### src/rtl/mc_ctrl_pkg.sv
// Shared encodings for the multi-cycle control unit: state codes, opcode map,
// datapath select encodings and the bundled control-word struct. The ALU and
// extender wrappers import the same encodings.
package mc_ctrl_pkg;

  localparam int STATE_W = 4;

  typedef enum logic [3:0] {
    ST_FETCH    = 4'd0,
    ST_DECODE   = 4'd1,
    ST_EXEC_R   = 4'd2,
    ST_EXEC_I   = 4'd3,
    ST_MEM_ADDR = 4'd4,
    ST_MEM_RD   = 4'd5,
    ST_MEM_WR   = 4'd6,
    ST_WB_ALU   = 4'd7,
    ST_WB_MEM   = 4'd8,
    ST_BRANCH   = 4'd9,
    ST_JUMP     = 4'd10,
    ST_HALT     = 4'd11,
    ST_ERRSTOP  = 4'd12
  } state_e;

  localparam logic [3:0] OP_ADD  = 4'h0;
  localparam logic [3:0] OP_SUB  = 4'h1;
  localparam logic [3:0] OP_AND  = 4'h2;
  localparam logic [3:0] OP_OR   = 4'h3;
  localparam logic [3:0] OP_ADDI = 4'h4;
  localparam logic [3:0] OP_ORI  = 4'h5;
  localparam logic [3:0] OP_LW   = 4'h6;
  localparam logic [3:0] OP_SW   = 4'h7;
  localparam logic [3:0] OP_BEQ  = 4'h8;
  localparam logic [3:0] OP_BNE  = 4'h9;
  localparam logic [3:0] OP_J    = 4'hA;
  localparam logic [3:0] OP_HALT = 4'hF;

  typedef enum logic [2:0] {
    ALU_ADD   = 3'd0,
    ALU_SUB   = 3'd1,
    ALU_AND   = 3'd2,
    ALU_OR    = 3'd3,
    ALU_PASSB = 3'd4
  } aluop_e;

  typedef enum logic [1:0] {
    SRCB_REGB = 2'd0,
    SRCB_TWO  = 2'd1,
    SRCB_IMM  = 2'd2
  } alusrcb_e;

  typedef enum logic [1:0] {
    IMM_SEXT     = 2'd0,
    IMM_ZEXT     = 2'd1,
    IMM_SEXT_SH1 = 2'd2
  } immsel_e;

  typedef enum logic [1:0] {
    PC_ALU    = 2'd0,
    PC_ALUOUT = 2'd1,
    PC_JUMP   = 2'd2
  } pcsrc_e;

  typedef struct packed {
    logic     mem_req;
    logic     mem_we;
    logic     iord;
    logic     pcwrite;
    pcsrc_e   pcsrc;
    logic     irwrite;
    logic     regwrite;
    logic     memtoreg;
    logic     alusrca;
    alusrcb_e alusrcb;
    aluop_e   aluop;
    immsel_e  immsel;
    logic     halted;
    logic     err;
  } ctrl_t;

  // ALU operation for a register-register opcode.
  function automatic aluop_e rtype_aluop(input logic [3:0] op);
    case (op)
      OP_SUB:  return ALU_SUB;
      OP_AND:  return ALU_AND;
      OP_OR:   return ALU_OR;
      default: return ALU_ADD;
    endcase
  endfunction

  // States that hold a memory request open until MEM_READY.
  function automatic logic is_req_state(input state_e s);
    case (s)
      ST_FETCH, ST_MEM_RD, ST_MEM_WR: return 1'b1;
      default:                        return 1'b0;
    endcase
  endfunction

endpackage

### src/rtl/mc_control_fsm_if.sv
// Control bus between the control FSM (master) and the datapath/memory
// side (slave). Signal names follow the datapath schematic.
interface mc_control_fsm_if #(parameter int OPW = 4);
  import mc_ctrl_pkg::*;

  logic [OPW-1:0]     OPCODE;
  logic               ZERO;
  logic               MEM_READY;
  logic               MEM_REQ;
  logic               MEM_WE;
  logic               IORD;
  logic               PCWRITE;
  logic [1:0]         PCSRC;
  logic               IRWRITE;
  logic               REGWRITE;
  logic               MEMTOREG;
  logic               ALUSRCA;
  logic [1:0]         ALUSRCB;
  logic [2:0]         ALUOP;
  logic [1:0]         IMMSEL;
  logic               HALTED;
  logic               ERR;
  logic [STATE_W-1:0] STATE;

  modport master (
    input  OPCODE, ZERO, MEM_READY,
    output MEM_REQ, MEM_WE, IORD, PCWRITE, PCSRC, IRWRITE, REGWRITE, MEMTOREG,
           ALUSRCA, ALUSRCB, ALUOP, IMMSEL, HALTED, ERR, STATE
  );

  modport slave (
    output OPCODE, ZERO, MEM_READY,
    input  MEM_REQ, MEM_WE, IORD, PCWRITE, PCSRC, IRWRITE, REGWRITE, MEMTOREG,
           ALUSRCA, ALUSRCB, ALUOP, IMMSEL, HALTED, ERR, STATE
  );

endinterface

### src/rtl/mc_mem_waiter.sv
// Memory wait tracker. The request itself is held by the FSM staying in its
// request state; this block reports completion and counts non-ready cycles,
// raising a timeout on the MEM_TIMEOUT-th consecutive wait (0 = never).
module mc_mem_waiter #(
  parameter int MEM_TIMEOUT = 15
) (
  input  logic clk_i,
  input  logic rst_ni,
  input  logic req_i,
  input  logic ready_i,
  output logic done_o,
  output logic timeout_o
);

  localparam bit         TIMEOUT_EN   = (MEM_TIMEOUT != 0);
  localparam logic [3:0] TIMEOUT_LAST = 4'((MEM_TIMEOUT == 0) ? 1 : (MEM_TIMEOUT - 1));

  logic [3:0] cnt_q;
  logic [3:0] cnt_d;
  logic       timeout_s;

  // Wait counter: runs only while a request is pending and unanswered; any
  // completion or non-request cycle clears it, so every request starts at 0.
  always_comb begin
    cnt_d     = 4'd0;
    timeout_s = 1'b0;
    if (req_i && !ready_i) begin
      if (cnt_q != 4'hF) begin
        cnt_d = cnt_q + 4'd1;
      end else begin
        cnt_d = cnt_q;
      end
      if (TIMEOUT_EN && (cnt_q == TIMEOUT_LAST)) begin
        timeout_s = 1'b1;
      end else begin
        timeout_s = 1'b0;
      end
    end else begin
      cnt_d = 4'd0;
    end
  end

  // Counter register; reset abandons any request in flight.
  always_ff @(posedge clk_i or negedge rst_ni) begin
    if (!rst_ni) begin
      cnt_q <= 4'd0;
    end else begin
      cnt_q <= cnt_d;
    end
  end

  assign done_o    = req_i & ready_i;
  assign timeout_o = timeout_s;

endmodule

### src/rtl/mc_control_fsm.sv
// Multi-cycle control FSM for the 16-bit datapath. Drives PC/IR/regfile/ALU/
// memory/extender controls per state and handshakes with memory via
// MEM_REQ/MEM_READY. Optional macro MC_CTRL_ILLEGAL_TRAP_EN: opcodes B-E trap
// to ERRSTOP instead of executing as NOP.
module mc_control_fsm
  import mc_ctrl_pkg::*;
#(
  parameter int OPW         = 4,
  parameter int MEM_TIMEOUT = 15
) (
  input  logic              CLK,
  input  logic              RST_N,
  mc_control_fsm_if.master  bus
);

  state_e     state_q;
  state_e     state_d;
  ctrl_t      ctrl_s;
  ctrl_t      ctrl_out_s;
  logic [3:0] op_s;
  logic       req_s;
  logic       done_s;
  logic       timeout_s;

  assign op_s  = 4'(bus.OPCODE);
  assign req_s = is_req_state(state_q);

  mc_mem_waiter #(.MEM_TIMEOUT(MEM_TIMEOUT)) u_waiter (
    .clk_i     (CLK),
    .rst_ni    (RST_N),
    .req_i     (req_s),
    .ready_i   (bus.MEM_READY),
    .done_o    (done_s),
    .timeout_o (timeout_s)
  );

  // State register: reset lands in FETCH from anywhere, mid-wait included.
  always_ff @(posedge CLK or negedge RST_N) begin
    if (!RST_N) begin
      state_q <= ST_FETCH;
    end else begin
      state_q <= state_d;
    end
  end

  // Next-state logic; request states advance only on completion or timeout.
  always_comb begin
    state_d = state_q;
    case (state_q)
      ST_FETCH: begin
        if (done_s)         state_d = ST_DECODE;
        else if (timeout_s) state_d = ST_ERRSTOP;
        else                state_d = ST_FETCH;
      end
      ST_DECODE: begin
        case (op_s)
          OP_ADD, OP_SUB, OP_AND, OP_OR: state_d = ST_EXEC_R;
          OP_ADDI, OP_ORI:               state_d = ST_EXEC_I;
          OP_LW, OP_SW:                  state_d = ST_MEM_ADDR;
          OP_BEQ, OP_BNE:                state_d = ST_BRANCH;
          OP_J:                          state_d = ST_JUMP;
          OP_HALT:                       state_d = ST_HALT;
          default: begin
`ifdef MC_CTRL_ILLEGAL_TRAP_EN
            state_d = ST_ERRSTOP;
`else
            state_d = ST_FETCH;
`endif
          end
        endcase
      end
      ST_EXEC_R, ST_EXEC_I: state_d = ST_WB_ALU;
      ST_MEM_ADDR: begin
        if (op_s == OP_SW) state_d = ST_MEM_WR;
        else               state_d = ST_MEM_RD;
      end
      ST_MEM_RD: begin
        if (done_s)         state_d = ST_WB_MEM;
        else if (timeout_s) state_d = ST_ERRSTOP;
        else                state_d = ST_MEM_RD;
      end
      ST_MEM_WR: begin
        if (done_s)         state_d = ST_FETCH;
        else if (timeout_s) state_d = ST_ERRSTOP;
        else                state_d = ST_MEM_WR;
      end
      ST_WB_ALU, ST_WB_MEM, ST_BRANCH, ST_JUMP: state_d = ST_FETCH;
      ST_HALT:    state_d = ST_HALT;
      ST_ERRSTOP: state_d = ST_ERRSTOP;
      default:    state_d = ST_ERRSTOP;
    endcase
  end

  // Control word per state; write enables are single-cycle by construction.
  always_comb begin
    ctrl_s = '0;
    case (state_q)
      ST_FETCH: begin
        ctrl_s.mem_req = 1'b1;
        ctrl_s.alusrcb = SRCB_TWO;
        ctrl_s.aluop   = ALU_ADD;
        ctrl_s.irwrite = done_s;
        ctrl_s.pcwrite = done_s;
        ctrl_s.pcsrc   = PC_ALU;
      end
      ST_DECODE: begin
        ctrl_s.alusrcb = SRCB_IMM;
        ctrl_s.immsel  = IMM_SEXT_SH1;
        ctrl_s.aluop   = ALU_ADD;
      end
      ST_EXEC_R: begin
        ctrl_s.alusrca = 1'b1;
        ctrl_s.alusrcb = SRCB_REGB;
        ctrl_s.aluop   = rtype_aluop(op_s);
      end
      ST_EXEC_I: begin
        ctrl_s.alusrca = 1'b1;
        ctrl_s.alusrcb = SRCB_IMM;
        if (op_s == OP_ORI) begin
          ctrl_s.immsel = IMM_ZEXT;
          ctrl_s.aluop  = ALU_OR;
        end else begin
          ctrl_s.immsel = IMM_SEXT;
          ctrl_s.aluop  = ALU_ADD;
        end
      end
      ST_MEM_ADDR: begin
        ctrl_s.alusrca = 1'b1;
        ctrl_s.alusrcb = SRCB_IMM;
        ctrl_s.immsel  = IMM_SEXT;
        ctrl_s.aluop   = ALU_ADD;
      end
      ST_MEM_RD: begin
        ctrl_s.mem_req = 1'b1;
        ctrl_s.iord    = 1'b1;
      end
      ST_MEM_WR: begin
        ctrl_s.mem_req = 1'b1;
        ctrl_s.iord    = 1'b1;
        ctrl_s.mem_we  = 1'b1;
      end
      ST_WB_ALU: ctrl_s.regwrite = 1'b1;
      ST_WB_MEM: begin
        ctrl_s.regwrite = 1'b1;
        ctrl_s.memtoreg = 1'b1;
      end
      ST_BRANCH: begin
        ctrl_s.alusrca = 1'b1;
        ctrl_s.alusrcb = SRCB_REGB;
        ctrl_s.aluop   = ALU_SUB;
        ctrl_s.pcsrc   = PC_ALUOUT;
        ctrl_s.pcwrite = (op_s == OP_BNE) ? ~bus.ZERO : bus.ZERO;
      end
      ST_JUMP: begin
        ctrl_s.pcwrite = 1'b1;
        ctrl_s.pcsrc   = PC_JUMP;
      end
      ST_HALT: ctrl_s.halted = 1'b1;
      ST_ERRSTOP: begin
        ctrl_s.halted = 1'b1;
        ctrl_s.err    = 1'b1;
      end
      default: begin
        ctrl_s.halted = 1'b1;
        ctrl_s.err    = 1'b1;
      end
    endcase
  end

  // While reset is held every output is forced low, FETCH's request included.
  assign ctrl_out_s = RST_N ? ctrl_s : '0;

  assign bus.MEM_REQ  = ctrl_out_s.mem_req;
  assign bus.MEM_WE   = ctrl_out_s.mem_we;
  assign bus.IORD     = ctrl_out_s.iord;
  assign bus.PCWRITE  = ctrl_out_s.pcwrite;
  assign bus.PCSRC    = ctrl_out_s.pcsrc;
  assign bus.IRWRITE  = ctrl_out_s.irwrite;
  assign bus.REGWRITE = ctrl_out_s.regwrite;
  assign bus.MEMTOREG = ctrl_out_s.memtoreg;
  assign bus.ALUSRCA  = ctrl_out_s.alusrca;
  assign bus.ALUSRCB  = ctrl_out_s.alusrcb;
  assign bus.ALUOP    = ctrl_out_s.aluop;
  assign bus.IMMSEL   = ctrl_out_s.immsel;
  assign bus.HALTED   = ctrl_out_s.halted;
  assign bus.ERR      = ctrl_out_s.err;
  assign bus.STATE    = state_q;

endmodule

### src/flat_wrapper.sv
// flat-port wrapper written by rule: the top's interface ports become plain ports
module mc_control_fsm_flat import mc_ctrl_pkg::*;
#(
  parameter int OPW         = 4,
  parameter int MEM_TIMEOUT = 15
)
  (CLK, RST_N, bus_OPCODE, bus_ZERO, bus_MEM_READY, bus_MEM_REQ, bus_MEM_WE, bus_IORD, bus_PCWRITE, bus_PCSRC, bus_IRWRITE, bus_REGWRITE, bus_MEMTOREG, bus_ALUSRCA, bus_ALUSRCB, bus_ALUOP, bus_IMMSEL, bus_HALTED, bus_ERR, bus_STATE);
  mc_control_fsm_if #(.OPW(OPW)) bus_i ();
  input  logic CLK;
  input  logic RST_N;
  input wire logic [$bits(bus_i.OPCODE)-1:0] bus_OPCODE;
  input wire logic [$bits(bus_i.ZERO)-1:0] bus_ZERO;
  input wire logic [$bits(bus_i.MEM_READY)-1:0] bus_MEM_READY;
  output wire logic [$bits(bus_i.MEM_REQ)-1:0] bus_MEM_REQ;
  output wire logic [$bits(bus_i.MEM_WE)-1:0] bus_MEM_WE;
  output wire logic [$bits(bus_i.IORD)-1:0] bus_IORD;
  output wire logic [$bits(bus_i.PCWRITE)-1:0] bus_PCWRITE;
  output wire logic [$bits(bus_i.PCSRC)-1:0] bus_PCSRC;
  output wire logic [$bits(bus_i.IRWRITE)-1:0] bus_IRWRITE;
  output wire logic [$bits(bus_i.REGWRITE)-1:0] bus_REGWRITE;
  output wire logic [$bits(bus_i.MEMTOREG)-1:0] bus_MEMTOREG;
  output wire logic [$bits(bus_i.ALUSRCA)-1:0] bus_ALUSRCA;
  output wire logic [$bits(bus_i.ALUSRCB)-1:0] bus_ALUSRCB;
  output wire logic [$bits(bus_i.ALUOP)-1:0] bus_ALUOP;
  output wire logic [$bits(bus_i.IMMSEL)-1:0] bus_IMMSEL;
  output wire logic [$bits(bus_i.HALTED)-1:0] bus_HALTED;
  output wire logic [$bits(bus_i.ERR)-1:0] bus_ERR;
  output wire logic [$bits(bus_i.STATE)-1:0] bus_STATE;
  assign bus_i.OPCODE = bus_OPCODE;
  assign bus_i.ZERO = bus_ZERO;
  assign bus_i.MEM_READY = bus_MEM_READY;
  assign bus_MEM_REQ = bus_i.MEM_REQ;
  assign bus_MEM_WE = bus_i.MEM_WE;
  assign bus_IORD = bus_i.IORD;
  assign bus_PCWRITE = bus_i.PCWRITE;
  assign bus_PCSRC = bus_i.PCSRC;
  assign bus_IRWRITE = bus_i.IRWRITE;
  assign bus_REGWRITE = bus_i.REGWRITE;
  assign bus_MEMTOREG = bus_i.MEMTOREG;
  assign bus_ALUSRCA = bus_i.ALUSRCA;
  assign bus_ALUSRCB = bus_i.ALUSRCB;
  assign bus_ALUOP = bus_i.ALUOP;
  assign bus_IMMSEL = bus_i.IMMSEL;
  assign bus_HALTED = bus_i.HALTED;
  assign bus_ERR = bus_i.ERR;
  assign bus_STATE = bus_i.STATE;
  mc_control_fsm #(.OPW(OPW), .MEM_TIMEOUT(MEM_TIMEOUT)) u_core (.CLK(CLK), .RST_N(RST_N), .bus(bus_i));
endmodule
### config.mk
export PLATFORM = sky130hd
export DESIGN_NAME = mc_control_fsm_flat
export DESIGN_NICKNAME = d
export VERILOG_FILES = /design/src/rtl/mc_ctrl_pkg.sv /design/src/rtl/mc_control_fsm_if.sv /design/src/rtl/mc_mem_waiter.sv /design/src/rtl/mc_control_fsm.sv /design/src/flat_wrapper.sv
export SDC_FILE = /design/constraint.sdc
export NUM_CORES = 1
export LEC_CHECK = 0
export ABC_AREA = 0
export BUFFER_PORTS_ARGS = -buffer_cell sky130_fd_sc_hd__buf_2
export CORE_AREA = 2 2 49 51
export CTS_BUF_LIST = sky130_fd_sc_hd__clkbuf_16
export CTS_CLUSTER_SIZE = 8
export DETAILED_ROUTE_END_ITERATION = 8
export DIE_AREA = 0 0 51 53
export PLACE_DENSITY = 0.87
export REMOVE_ABC_BUFFERS = 1
export SKIP_CTS_REPAIR_TIMING = 1
export SLEW_MARGIN = 20
export SYNTH_ARGS = -nofsm -noshare
export SYNTH_HDL_FRONTEND = slang
export SYNTH_HIERARCHICAL = 1
export SYNTH_SLANG_ARGS = --single-unit
### constraint.sdc
create_clock -name CLK -period 2.7 [get_ports CLK]
set_clock_uncertainty 0.2 [all_clocks]
set_input_delay 0.675 -clock CLK [delete_from_list [all_inputs] [get_ports CLK]]
set_output_delay 0.675 -clock CLK [all_outputs]
set_load 0.02 [all_outputs]
# Yosys cells after proc, flatten, opt, wreduce, memory -nomap -nowiden
# Memory sizes are Yosys's and may differ from the RTL's.
# Cells that the tools add are included.
# word_totals
mem_bits_ro,64
mem_count,1
out_inout_bits,23
register_bits,8
in_bits,8
wordCells,66
# classes
n_mux,28
reduce_logical,12
add_sub_neg,1
bitwise,2
eq_ne,20
# mem_list
memory,words,word_bits,read_ports,rd_clocked_by_memory_dff,write_ports,line_no,source
(no name shown),16,4,1,0,0,mc_control_fsm.sv:56,case (op_s)
# ops
op,n
$mux 4,9
$pmux 4 s8,1
$pmux 5 s5,1
$eq 4x3->1 const B,6
$eq 4x4->1 const B,6
$mux 19,1
$eq 4x2->1 const B,4
$mux 1,12
$reduce_or 12->1,1
$reduce_or 11->1,1
$pmux 3 s3,1
$eq 4x1->1 const B,2
$reduce_or 2->1,4
$reduce_or 4->1,2
$pmux 2 s3,1
$add 4x1->4 const B,1
$logic_not 4->1,1
$ne 4x4->1 const B,1
$pmux 2 s2,1
$reduce_or 3->1,1
$mux 2,1
$ne 2x1->1 const B,1
$and 1x1->1,1
$logic_and 1x1->1,1
2 further kinds,2

# Depth between registers and ports, before layout
# Gate-level depths: netlist of the first run.
# logic_depth
ltp_word,8
depth_mapped,10
depth_no_buf,9

# Hierarchy
# Netlist of the first run, hierarchy kept.
# modules_own_cells
mod,area_each_um2,cells_each,seq_area_each_um2,instances
mc_control_fsm,807.0,114,100.1,1
mc_mem_waiter,256.5,25,100.1,1

# Worst setup path after synthesis of the first run
# Ideal clock, no wire load.
# synth_timing
kind,register to output
from,"register u_core.state_q[2], in the netlist u_core/bus.STATE[2]"
to,output bus_PCWRITE
t_required_ps,1825
path_slack_ps,-211
arrival_ps,2036
path_stages_with_launch,8
path_buffers,1
cell_sequence,dfrtp_1 > buf_4 > nor2b_1 > or3_1 > a21oi_1 > and2_1 > a21oi_1 > a221oi_2
# synth_via
elab_chain_len,6
word_cells_on_any_way,10
classes_between,4 x eq/ne; 3 x mux; 1 x bitwise; 2 x reduce/logical
# synth_rtl
item,line_no,source
"start, declared",mc_control_fsm.sv:16,state_e state_q;
"start signal, assigned",mc_control_fsm.sv:42,state_q <= state_d;
$eq 4x3->1 or $logic_not 4->1 (tied branches),mc_ctrl_pkg.sv:92,case (s)
$reduce_or 3->1 (no source line) *,n/a,
$mux 1 *,mc_ctrl_pkg.sv:92,
named net u_core.req_s,mc_control_fsm.sv:21,logic req_s;
$and 1x1->1 *,mc_mem_waiter.sv:52,assign done_o = req_i & ready_i;
named net u_core.done_s,mc_control_fsm.sv:22,logic done_s;
$pmux 3 s3 *,mc_control_fsm.sv:97,case (state_q)
$mux 19 *,mc_control_fsm.sv:171,assign ctrl_out_s = RST_N ? ctrl_s : '0;
"end, declared",flat_wrapper.sv:17,output wire logic [$bits(bus_i.PCWRITE)-1:0] bus_PCWRITE;
# The timed path passes the listed nets; every way through them passes the cells marked *.

# Final worst setup path of the first run
# Same ends and word-level chain as after synthesis.

==> results of run 1 <==
## routing by layer
layer | share of wire | wire, um | up-vias | GRT usage
met5 | 0 | 0 | - | 0
met4 | 0.011 | 33 | 0 | 0.0901
met3 | 0.081 | 238 | 8 | 0.0537
met2 | 0.51 | 1480 | 66 | 0.364
met1 | 0.40 | 1170 | 569 | 0.246
li1 | - | - | 567 | -
## sequential cells by signal (all words and copies together), names as in the netlist
| name | cells |
|---|---|
| u_core/bus.STATE | 4 |
| u_core/u_waiter/cnt_q | 4 |
## per-stage QoR
step	utilization	setup TNS, ns
2_1_floorplan	-	-0.460
3_3_place_gp	0.562	0
3_5_place_dp	0.562	0
4_1_cts	0.597	-0.217
5_1_grt	0.623	-0.304
6_report	0.623	-0.172
## worst min-delay path by stage
stage	to	start	slack, ns
6_report	u_core/bus.STATE[2]$_DFF_PN0_	RST_N	0.08
5_1_grt	u_core/bus.STATE[2]$_DFF_PN0_	RST_N	0.09
4_1_cts	u_core/bus.STATE[2]$_DFF_PN0_	RST_N	0.08
3_5_place_dp	u_core/bus.STATE[2]$_DFF_PN0_	RST_N	0.33
3_3_place_gp	u_core/bus.STATE[3]$_DFF_PN0_	RST_N	0.33
2_1_floorplan	u_core/bus.STATE[0]$_DFF_PN0_	RST_N	0.18
## placed cells by master, fill, tap and decap left out, types with 2 or more instances in the layout
master and instances:
o21ai_0 10, or2b_1 3, nor3_1 3, and2_4 2
nor3_2 2, nand2b_1 4, nor2_1 14, a21oi_2 2
inv_1 2, a31o_1 2, and3_1 3, clkbuf_16 3
buf_4 16, nand3b_1 3, a31oi_1 6, buf_2 27
a21oi_1 5, nand4_1 2, nor3b_1 4, dfrtp_2 2
and2_1 2, nor2b_1 3, a32oi_1 2, o211ai_1 4
ha_1 2, dfrtp_1 6, nand2_1 11, nand3_1 7
## worst register-to-register path: stages, from the launching register on
cell and delay, ns:
dfrtp_1 0.40, nor2b_4 0.14, or3_4 0.38, a21oi_2 0.14
or2b_1 0.26, nor2_1 0.26, o21ai_0 0.14, and3_1 0.21
a32oi_1 0.17, o211ai_1 0.14
## power groups by stage
| stage | Clock [W] | Combinational, W | Sequential (W) |
|---|---|---|---|
| CTS | 0.000256 | 0.000816 | 0.000210 |
| global placement | 0 | 0.000783 | 0.000206 |
| finish | 0.000255 | 0.000906 | 0.000219 |
| detailed placement | 0 | 0.000806 | 0.000211 |
| floorplan | 0 | 0.000417 | 0.000305 |
| global route | 0.000265 | 0.000967 | 0.000228 |
## kinds of logic (layout without fill, tap and decap cells)
group	after synthesis	after routing	share of synthesized area
compound gates	37	37	0.235
other cells	1	1	0.00353
buf+inv	16	49	0.140
simple gates	73	73	0.392
xor+xnor	1	1	0.00824
flops	8	8	0.188
fa+ha+maj	2	2	0.0235
mux	1	1	0.00941
## cell type report
| cell class | count | area [um^2] | area share |
|---|---|---|---|
| Tap cell | 28 | 35.0 | 0.0262 |
| Timing Repair Buffer | 44 | 267 | 0.199 |
| Clock buffer | 3 | 75.1 | 0.0561 |
| Multi-Input combinational cell | 115 | 751 | 0.561 |
| Sequential cell | 8 | 203 | 0.152 |
| Inverter | 2 | 7.51 | 0.00561 |
==> impl_metrics.py, run 1 <==
metrics = {
    "layout": {
        "drive_gt1_frac": 0.372,
        "insertedDiodeCount": 0,
        "instances_no_fill": 200,
        "area_growth_pct": 25.8,
        "fin_area_um2": 1340,
        "fillerInstances": 179,
        "nNetsFinal": 184,
    },
    "worst_setup_path": {
        "crit_arrival_ns": 1.98,
        "crit_chain": "nor2b_4 > or3_4 > a21oi_2 > and2_4 > a21oi_2 > a221oi_2 > buf_4",
        "crit_buf_inv": 1,
        "end_kind": "primary output",
        "ff2ff_setup_slack_ns": 0.11,
        "cp-startpoint": "u_core/bus.STATE[2]$_DFF_PN0_",
        "crit_fanout": 4,
        "ff2ff_path_depth": 9,
        "path_class": "register to primary output",
        "crit_cells": 7,
        "cp_common_cell": "a21oi_2",
        "cpLargestDelayFamily": "simple AND/OR/NAND/NOR gates",
        "r2r_start": "u_core/bus.STATE[2]$_DFF_PN0_",
        "critPathSlowestCell": "dfrtp_1",
        "start_kind": "register",
        "crit_end": "bus_PCWRITE",
        "cp.required_ns": 1.82,
        "worstReg2RegEnd": "u_core/bus.STATE[1]$_DFF_PN0_",
        "critPathMaxStageDelay_ns": 0.40,
    },
    "sta": {
        "hold_viol": 0,
        "rsz0062_at_grt": "true",
        "fin_crit_ns": 2.85,
        "max_freq_mhz": 351,
        "fin_ws_ns": -0.150,
        "post-route-period-util": 1.06,
        "setup_viol": 2,
        "slew_violations": 0,
        "whs_ns": 0.0821,
    },
    "routing": {
        "via_count": 1210,
        "antenna_left": 0,
        "wire_per_inst_um": 14.6,
        "drt-total-wl_um": 2920,
        "drc": 0,
        "firstDrtPassIters": 5,
        "first_iter_violations": 65,
        "drt-vias-per-instance": 6.05,
    },
    "clock_network": {
        "cts_max_level": 1,
        "tritoncts": "done",
        "cts_buffers": 3,
        "clkSinkCount": 8,
        "insertion_delay_ns": 0.23,
        "cts.reportedPaths.clkPinSlew_ns": 0.04,
        "clock_path_buffers": 2,
        "root_buffer": "clkbuf_16",
    },
    "logic_synthesis": {
        "yosys.cell_count.top_type": "nor2_1",
        "async_reset_ff_frac": 1.00,
        "postSynthAreaPerCell_um2": 7.65,
        "netlist_area_um2": 1060,
        "synth_cell_types": 47,
        "synth_edf_count": 0,
        "ys_seq_elements": 8,
        "yosysWarnings": 6,
        "ys.flop_type": "dfrtp_1",
        "seq_area_frac_synth": 0.188,
        "yosys.area.top_type_share": 0.188,
        "synthCells": 139,
        "synthTopCellsByArea": "dfrtp_1 (19%), buf_6 (5.3%), nor2_1 (4.9%), o21ai_0 (4.7%), nand2_1 (3.9%)",
        "yosys.area.top_type": "dfrtp_1",
        "synthTopCellsByCount": "nor2_1 (14), nand2_1 (11), o21ai_0 (10)",
    },
    "pwr": {
        "swShare": 0.476,
        "power_frac_comb": 0.657,
        "power_w": 0.00138,
        "seqPwrFrac": 0.159,
        "clockPowerShare": 0.184,
        "power.internal_w": 0.000723,
        "ir_worst_vdd_mv": 0.572,
        "p_per_area_nw_per_um2": 1030,
        "leakage_nw": 0.617,
        "p_switching_w": 0.000657,
    },
    "floorplanning": {
        "die_x_um": 51,
        "start_util": 0.495,
        "fp.dieH_um": 53,
        "dieArea_um2": 2700,
        "row_count": 17,
        "core-area_um2": 2150,
        "ios": 31,
    },
    "global_routing": {
        "antenna_found_initial": 0,
        "grt_pass1_vias": 1016,
        "globalRouteTotalUtil": 0.211,
        "grt_first_pass_wirelength_um": 4280,
        "grt_max_degree": 24,
        "gr-total-overflow": 0,
    },
    "placed_design": {
        "placed_area_um2": 1210,
        "dp_cells": 196,
        "place_hpwl_um": 2040,
        "preCtsSetupSlack_ns": 0.0258,
        "port_buffers": 29,
        "place.gp.congestion": 0.968,
    },
    "run_status": {
        "status": "finished with violations",
        "violations": "negative setup slack",
    },
    "min_path": {
        "hold_path.class": "primary input to async pin",
    },
    "job": {
        "cap_viol_max_count": 0,
    },
}
No activity file was read; power rests on OpenSTA's default activity.
==> run 2, diff against run 1 <==
--- a/config.mk
+++ b/config.mk
@@ -7,12 +7,12 @@
 export LEC_CHECK = 0
 export ABC_AREA = 0
 export BUFFER_PORTS_ARGS = -buffer_cell sky130_fd_sc_hd__buf_2
-export CORE_AREA = 2 2 49 51
+export CORE_AREA = 2 2 47 49
 export CTS_BUF_LIST = sky130_fd_sc_hd__clkbuf_16
 export CTS_CLUSTER_SIZE = 8
 export DETAILED_ROUTE_END_ITERATION = 8
-export DIE_AREA = 0 0 51 53
-export PLACE_DENSITY = 0.87
+export DIE_AREA = 0 0 49 51
+export PLACE_DENSITY = 0.93
 export REMOVE_ABC_BUFFERS = 1
 export SKIP_CTS_REPAIR_TIMING = 1
 export SLEW_MARGIN = 20
==> constraint.sdc (replaced) <==
create_clock -name CLK -period 3.5 [get_ports CLK]
set_clock_uncertainty 0.2 [all_clocks]
set_input_delay 0.875 -clock CLK [delete_from_list [all_inputs] [get_ports CLK]]
set_output_delay 0.875 -clock CLK [all_outputs]
set_load 0.02 [all_outputs]
==> run 2 against run 1 <==
The run now ends clean. Total power fell by 32%. Core utilization down 3.7 points. Critical path depth unchanged. Cell count shrank 5.5%. First-iteration DRC count down 55%. Via count is 6.4% lower. Clock power down 25%. Sequential power shrank 16%. Clock-buffer cell count stayed put. Wire length fell by 8.9%.
==> impl_metrics.py, run 2 (synthesis gave the netlist of run 1 again) <==
metrics = {
    "run_status": {
        "status": "finished, final reports clean",
    },
    "placed_design": {
        "dp_cells": 186,
        "placed_area_um2": 1130,
        "place.gp.congestion": 0.897,
        "port_buffers": 29,
        "place_hpwl_um": 1910,
    },
    "routing": {
        "drt-total-wl_um": 2660,
        "drc": 0,
        "wire_per_inst_um": 14.1,
        "via_count": 1132,
        "antenna_left": 0,
        "drt-vias-per-instance": 5.99,
        "firstDrtPassIters": 4,
        "first_iter_violations": 29,
    },
    "job": {
        "cap_viol_max_count": 0,
    },
    "pwr": {
        "swShare": 0.485,
        "power_frac_comb": 0.604,
        "p_per_area_nw_per_um2": 780,
        "leakage_nw": 0.555,
        "p_switching_w": 0.000457,
        "power.internal_w": 0.000485,
        "power_w": 0.000942,
        "ir_worst_vdd_mv": 0.402,
        "seqPwrFrac": 0.194,
        "clockPowerShare": 0.202,
    },
    "sta": {
        "post-route-period-util": 0.906,
        "slew_headroom": 0.621,
        "fin_crit_ns": 3.17,
        "slew_violations": 0,
        "setup_viol": 0,
        "rsz0062_at_grt": "false",
        "hold_viol": 0,
        "worst_slew_pin_slew_ns": 0.569,
        "max_freq_mhz": 315,
        "tns_ns": 0,
    },
    "floorplanning": {
        "ios": 31,
        "die_x_um": 49,
        "row_count": 17,
        "dieArea_um2": 2500,
        "fp.dieH_um": 51,
        "start_util": 0.515,
        "core-area_um2": 2060,
    },
    "worst_setup_path": {
        "crit_fanout": 7,
        "cp-startpoint": "u_core/bus.STATE[2]$_DFF_PN0_",
        "crit_arrival_ns": 2.10,
        "end_kind": "primary output",
        "cp.required_ns": 2.42,
        "path_class": "register to primary output",
        "r2r_start": "u_core/bus.STATE[2]$_DFF_PN0_",
        "start_kind": "register",
    },
    "clock_network": {
        "clkSinkCount": 8,
        "root_buffer": "clkbuf_16",
        "cts_buffers": 3,
        "cts.reportedPaths.clkPinSlew_ns": 0.04,
        "cts_max_level": 1,
        "insertion_delay_ns": 0.23,
        "clock_path_buffers": 2,
        "tritoncts": "done",
    },
    "global_routing": {
        "globalRouteTotalUtil": 0.215,
        "grt_first_pass_wirelength_um": 4200,
        "grt_max_degree": 24,
        "antenna_found_initial": 0,
        "gr-total-overflow": 0,
        "grt_pass1_vias": 1013,
    },
    "layout": {
        "instances_no_fill": 189,
        "insertedDiodeCount": 0,
        "final_util": 0.585,
        "final_common_cell": "buf_2",
        "nNetsFinal": 173,
        "drive_gt1_frac": 0.267,
        "layout_common_cells": "buf_2 (29), nor2_1 (14), nand2_1 (11)",
        "fin_area_um2": 1210,
        "area_growth_pct": 13.5,
    },
    "min_path": {
        "hold_path.class": "primary input to async pin",
    },
}
## run 2: layer usage
metal  global-route usage  vias up  routed length [um]
li1                     -      549                   -
met1                0.230      531                1120
met2                0.422       48                1370
met3               0.0292        4                 133
met4               0.0905        0                  34
met5                    0        -                   0
## run 2: power by group through the flow
stage	Clock, W	Sequential [W]	Combinational [W]
floorplan	0	0.000235	0.000321
global placement	0	0.000177	0.000538
detailed placement	0	0.000181	0.000557
CTS	0.000194	0.000180	0.000560
global route	0.000200	0.000189	0.000617
finish	0.000191	0.000183	0.000569
## run 2: worst max-delay path: stages (launching register included)
cell	delay, ns
dfrtp_1	0.45
nor2b_1	0.19
or3_1	0.35
a21oi_1	0.16
and2_1	0.18
a21oi_1	0.10
a221oi_2	0.23
buf_2	0.19
## run 2: metrics by stage
| stage | hold slack, ns | worst slack [ns] |
|---|---|---|
| floorplan | 0.376 | 0.242 |
| CTS | 0.353 | 0.350 |
| detailed placement | 0.425 | 0.354 |
| global placement | 0.396 | 0.377 |
| global route | 0.369 | 0.253 |
| finish | 0.347 | 0.329 |
## run 2: path summary, 6_finish.rpt
check | end | slack, ns | depth (start not counted)
min in group CLK | u_core/u_waiter/cnt_q[1]$_DFFE_PN0P_ | 0.42 | 2
max in group asynchronous | u_core/bus.STATE[0]$_DFF_PN0_ | 2.50 | 1
setup reg to reg | u_core/bus.STATE[1]$_DFF_PN0_ | 0.81 | 9
hold / removal | u_core/u_waiter/cnt_q[0]$_DFFE_PN0P_ | 0.35 | 1
setup / recovery | bus_PCWRITE | 0.33 | 7
hold reg to reg | u_core/u_waiter/cnt_q[1]$_DFFE_PN0P_ | 0.42 | 2
## run 2: final cells by class
type                       count  area, um^2
clock buffer                   3        75.1
fill                         191         856
inverter                       2        7.51
multi-input combinational    115         714
sequential                     8         200
tap                           28        35.0
timing repair buffer          33         175
